[src/rtl/uart_rx_frame_ctrl_pkg.sv]
// uart_rx_frame_ctrl_pkg: frame states, bit-index and parity-type constants for the UART receiver
package uart_rx_frame_ctrl_pkg;
    typedef enum logic [2:0] {
        IDLE   = 3'd0,
        START  = 3'd1,
        DATA   = 3'd2,
        PARITY = 3'd3,
        STOP   = 3'd4,
        DONE   = 3'd5
    } state_t;
    localparam logic [3:0] START_BIT = 4'd0;
    localparam logic PAR_EVEN = 1'b0;
    localparam logic PAR_ODD  = 1'b1;
endpackage

[src/rtl/rx_data_sampler.sv]
// rx_data_sampler: three-point majority sampling of rx_in around mid-bit
//  clk, rest (async active-low) | rx_in serial line | enable from frame FSM
//  edge_cnt, prescale from the edge/bit counter | sampled_bit majority value
//  sample_done pulses at edge_cnt == H+2 once all three samples are held
module rx_data_sampler (
    input  logic       clk,
    input  logic       rest,
    input  logic       rx_in,
    input  logic       enable,
    input  logic [4:0] edge_cnt,
    input  logic [4:0] prescale,
    output logic       sampled_bit,
    output logic       sample_done
);
    logic [4:0] h;
    logic [2:0] s;
    assign h = prescale >> 1;
    always_ff @(posedge clk or negedge rest) begin
        if (!rest) begin
            s <= '0;
        end else if (enable) begin
            if (edge_cnt == h - 5'd1) s[0] <= rx_in;
            if (edge_cnt == h)        s[1] <= rx_in;
            if (edge_cnt == h + 5'd1) s[2] <= rx_in;
        end
    end
    assign sampled_bit = (s[0] & s[1]) | (s[0] & s[2]) | (s[1] & s[2]);
    assign sample_done = enable && (edge_cnt == h + 5'd2);
endmodule

[src/rtl/uart_rx_frame_ctrl.sv]
// uart_rx_frame_ctrl: UART receive frame FSM, LSB-first deserialiser, parity/stop checking
//  clk, rest (async active-low) | rx_in synchronised serial line (idle high)
//  prescale oversampling ratio | par_en, par_typ parity enable / odd select
//  edge_cnt, bit_cnt from the edge/bit counter | cnt_enable counter enable
//  p_data last good word | data_valid one-cycle pulse | par_err, stp_err frame errors
module uart_rx_frame_ctrl
    import uart_rx_frame_ctrl_pkg::*;
#(
    parameter int DATA_WIDTH = 8
) (
    input  logic                  clk,
    input  logic                  rest,
    input  logic                  rx_in,
    input  logic [4:0]            prescale,
    input  logic                  par_en,
    input  logic                  par_typ,
    input  logic [4:0]            edge_cnt,
    input  logic [3:0]            bit_cnt,
    output logic                  cnt_enable,
    output logic [DATA_WIDTH-1:0] p_data,
    output logic                  data_valid,
    output logic                  par_err,
    output logic                  stp_err
);
    state_t state, nxt;
    logic [DATA_WIDTH-1:0] shreg;
    logic sampled_bit, sample_done, bit_end, frame_ok;

    rx_data_sampler u_sampler (
        .clk        (clk),
        .rest       (rest),
        .rx_in      (rx_in),
        .enable     (cnt_enable),
        .edge_cnt   (edge_cnt),
        .prescale   (prescale),
        .sampled_bit(sampled_bit),
        .sample_done(sample_done)
    );

    assign bit_end    = edge_cnt == prescale;
    assign cnt_enable = state inside {START, DATA, PARITY, STOP};
    assign frame_ok   = !par_err && !stp_err;

    always_ff @(posedge clk or negedge rest) begin
        if (!rest) state <= IDLE;
        else       state <= nxt;
    end

    // STOP leaves on the sample point rather than bit_end so a start bit
    // directly after the stop bit is still seen from IDLE.
    always_comb begin
        nxt = state;
        case (state)
            IDLE:    if (!rx_in) nxt = START;
            START:   if (sample_done && sampled_bit) nxt = IDLE;
                     else if (bit_end && bit_cnt == START_BIT) nxt = DATA;
            DATA:    if (bit_end && bit_cnt == 4'(DATA_WIDTH)) nxt = par_en ? PARITY : STOP;
            PARITY:  if (bit_end) nxt = STOP;
            STOP:    if (sample_done) nxt = DONE;
            default: nxt = IDLE;
        endcase
    end

    always_ff @(posedge clk or negedge rest) begin
        if (!rest) begin
            shreg      <= '0;
            p_data     <= '0;
            data_valid <= 1'b0;
            par_err    <= 1'b0;
            stp_err    <= 1'b0;
        end else begin
            data_valid <= state == DONE && frame_ok;
            if (state == DONE && frame_ok) p_data <= shreg;
            if (state == IDLE && !rx_in) begin
                par_err <= 1'b0;
                stp_err <= 1'b0;
            end
            if (state == DATA && sample_done) shreg <= {sampled_bit, shreg[DATA_WIDTH-1:1]};
            if (state == PARITY && sample_done) par_err <= sampled_bit != (^shreg ^ (par_typ == PAR_ODD));
            if (state == STOP && sample_done) stp_err <= ~sampled_bit;
        end
    end
endmodule

[config.mk]
export PLATFORM = sky130hd
export DESIGN_NAME = uart_rx_frame_ctrl
export DESIGN_NICKNAME = d
export VERILOG_FILES = /design/src/rtl/uart_rx_frame_ctrl_pkg.sv /design/src/rtl/rx_data_sampler.sv /design/src/rtl/uart_rx_frame_ctrl.sv
export SDC_FILE = /design/constraint.sdc
export NUM_CORES = 1
export LEC_CHECK = 0
export BUFFER_PORTS_ARGS = -buffer_cell sky130_fd_sc_hd__buf_2
export CAP_MARGIN = 40
export CORE_UTILIZATION = 38
export CTS_CLUSTER_DIAMETER = 200
export DETAILED_ROUTE_END_ITERATION = 10
export HOLD_SLACK_MARGIN = 0.12
export PLACE_DENSITY = 0.56
export SLEW_MARGIN = 25
export SYNTH_ARGS = -nofsm -noshare
export SYNTH_HDL_FRONTEND = slang
export SYNTH_SLANG_ARGS = --single-unit
[constraint.sdc]
create_clock -name clk -period 2.5 [get_ports clk]
set_clock_uncertainty 0.2 [all_clocks]
set_input_delay 0.125 -clock clk [delete_from_list [all_inputs] [get_ports clk]]
set_output_delay 0.125 -clock clk [all_outputs]
set_load 0.02 [all_outputs]
==> results_dict.tcl <==
set metrics [dict create \
    grt_pass1_wl_um 5400 \
    post-synth-top-area-cell "dfrtp_1" \
    synth_edf_count 0 \
    fin_area_um2 1910 \
    clock_path_buffers 2 \
    min_path_type "primary input to flop" \
    ant_nets 0 \
    slew_violations 0 \
    routedWlPerCell_um 12.2 \
    ys.flop_type "dfrtp_1" \
    die_h_um 67.9 \
    reg2reg_slack_ns 0.49 \
    io_buffers 30 \
    synth_area_leaders "dfrtp_1, nand2_1, xnor2_1, mux2_4, xor2_1" \
    fin_util 0.468 \
    r2r_cells 5 \
    htreeDepth 1 \
    seqPwrFrac 0.435 \
    cts_buffers 3 \
    worstReg2RegEnd "shreg[1]" \
    syn_avg_cell_area_um2 9.42 \
    cp-start-kind "primary input" \
    synth_area_um2 1650 \
    synth_commonest_cells "nand2_1, dfrtp_1, xnor2_1" \
    hold_slack_ns 0.145 \
    required_ns 2.50 \
    drt_iter0_markers 87 \
    setup_viol 0 \
    cts_setup_buffers 0 \
    p_int_uw 731 \
    areaGrowthSynthToFinish_pct 15.9 \
    combPwrFrac 0.345 \
    final_nets 232 \
    end_kind "flop" \
    clk_latency_ns 0.27 \
    via_per_inst 4.96 \
    grt_use_total 0.155 \
    power_leakage_uw 0.000945 \
    cts_sinks 25 \
    start_util 0.404 \
    status "finished, final reports clean" \
    fp-row-count 23 \
    die_area_um2 4610 \
    worst_pin_slew_ns 0.564 \
    n_antenna_cell 0 \
    fmax_mhz 477 \
    cts_resized 0 \
    dpl.hpwl_um 2420 \
    worstPathArrival_ns 2.09 \
    clk_pin_slew_ns 0.09 \
    grt_overflow 0 \
    setup_tns_ns 0 \
    core_um2 4090 \
    synth.most_common_cell "nand2_1" \
    maxCapViolations 0 \
    place_area_um2 1810 \
    dr.pass1.iters 4 \
    synth_seq_cells 25 \
    switchingPower_uw 409 \
    relSlewSlack 0.624 \
    slowest_stage "dlygate4sd3_1" \
    rsz0062_at_grt "no" \
    final-hold-violation-count 0 \
    fin_crit_sh 0.839 \
    gp_congestion 0.838 \
    cts_tree "built" \
    yosysUniqueCellTypes 41 \
    boundaryPins 31 \
    fin_crit_ns 2.10 \
    syn_inst 175 \
    yosysTopAreaCellShare 0.379 \
    drc 0 \
    ys_seq_area_frac 0.379 \
    grt_pass1_vias 1220 \
    drive_gt1_frac 0.227 \
    die_w_um 67.9 \
    ir_drop_uv 257 \
    vias 1275 \
    grt_antenna_before_repair 0 \
    cpMostUsedCell "dlygate4sd3_1" \
    crit_fanout 2 \
    power_density_nw_per_um2 596 \
    wirelength_um 3130 \
    async_flop_share 1.00 \
    critical_path_class "primary input to flop" \
    path_cells "dlygate4sd3_1 > buf_2 > nor4_1 > dlygate4sd3_1 > nand2_1 > a31oi_1 > mux2i_1" \
    crit_end "state[0]" \
    yosysWarnings 0 \
    synth_fp_nets 199 \
    startpoint "bit_cnt[3]" \
    p_clk_frac 0.220 \
    cpPeakStageDelay_ns 0.62 \
    grt_max_degree 26 \
    p_sw_frac 0.359 \
    r2r_start "state[2]" \
    cts_root_buf "clkbuf_8" \
]
## worst min path at each step
stage                            from              to  slack [ns]  cells after the start
after floorplan                  rest      data_valid       -0.37                      0
after global placement           rest       p_data[3]       -0.05                      1
after detailed placement         rest      data_valid       -0.04                      1
after CTS                 prescale[0]        state[1]        0.15                      5
after global routing      edge_cnt[4]  u_sampler.s[2]        0.19                      4
final                     prescale[0]        state[1]        0.14                      5
## routing by layer
metal | track usage | wire length [µm] | share of wire
met5 | 0 | 0 | 0
met4 | 0.0599 | 0 | 0
met1 | 0.199 | 1470 | 0.47
met2 | 0.269 | 1560 | 0.50
met3 | 0.0117 | 103 | 0.033
## cells in the final DEF, fill, tap and decap left out, types with 3 or more instances in the layout
cell,synthesis,final
a21oi_1,6,6
buf_2,4,30
clkbuf_8,0,3
dfrtp_1,25,25
dlygate4sd3_1,0,5
ha_1,5,5
inv_1,4,4
mux2_1,4,4
mux2_4,8,8
nand2_1,37,37
nand2b_1,5,5
nand3_1,4,4
nor2_1,8,8
nor3_1,6,6
o21ai_0,3,3
o21ai_1,4,4
xnor2_1,14,14
xor2_1,10,10
## area by class of cell
cell class / instances / area (µm²)
inverter: 5 / 18.8
tap: 50 / 62.6
fill: 395 / 2170
sequential: 25 / 626
timing repair buffer: 35 / 200
multi-input combinational: 138 / 956
clock buffer: 3 / 41.3
clock inverter: 1 / 7.51
## state kept, by name, indices dropped and copies added, names as in the netlist
name,flops
u_sampler.s,3
state,3
p_data,8
stp_err,1
par_err,1
shreg,8
data_valid,1
## what timing repair did
action,in CTS,in global routing
hold endpoints to repair,33,0
endpoints found under the setup margin,0,0
hold buffers,5,0
## kinds of logic after synthesis
logic type,after synthesis,synth area share
flip-flops,25,0.379
buffers and inverters,12,0.0410
AO/OA/AOI/OAI,21,0.0865
AND/OR/NAND/NOR,74,0.215
multiplexers,13,0.106
adder cells (fa/ha/maj),6,0.0440
XOR/XNOR,24,0.127
## critical path, delay by kind of cell
kind | cells | cell delay (ns)
multiplexers | 1 | 0.21
AND/OR/NAND/NOR | 2 | 0.20
AO/OA/AOI/OAI | 1 | 0.27
buffers and inverters | 3 | 1.28
## power by group through the flow
| stage | logic (µW) | clock network, µW | registers, µW |
|---|---|---|---|
| floorplan | 324 | 0 | 476 |
| global placement | 387 | 0 | 505 |
| detailed placement | 394 | 0 | 504 |
| CTS | 400 | 259 | 496 |
| global route | 446 | 280 | 507 |
| finish | 393 | 251 | 495 |
## through the flow
step | setup slack [ns] | total power (µW) | cells
2_1_floorplan | 0.416 | 800 | 175
3_3_place_gp | 0.261 | 891 | 248
3_5_place_dp | 0.217 | 898 | 248
4_1_cts | 0.422 | 1160 | 257
5_1_grt | 0.301 | 1230 | 257
6_report | 0.403 | 1140 | 257
(Power assumes the default switching activity.)
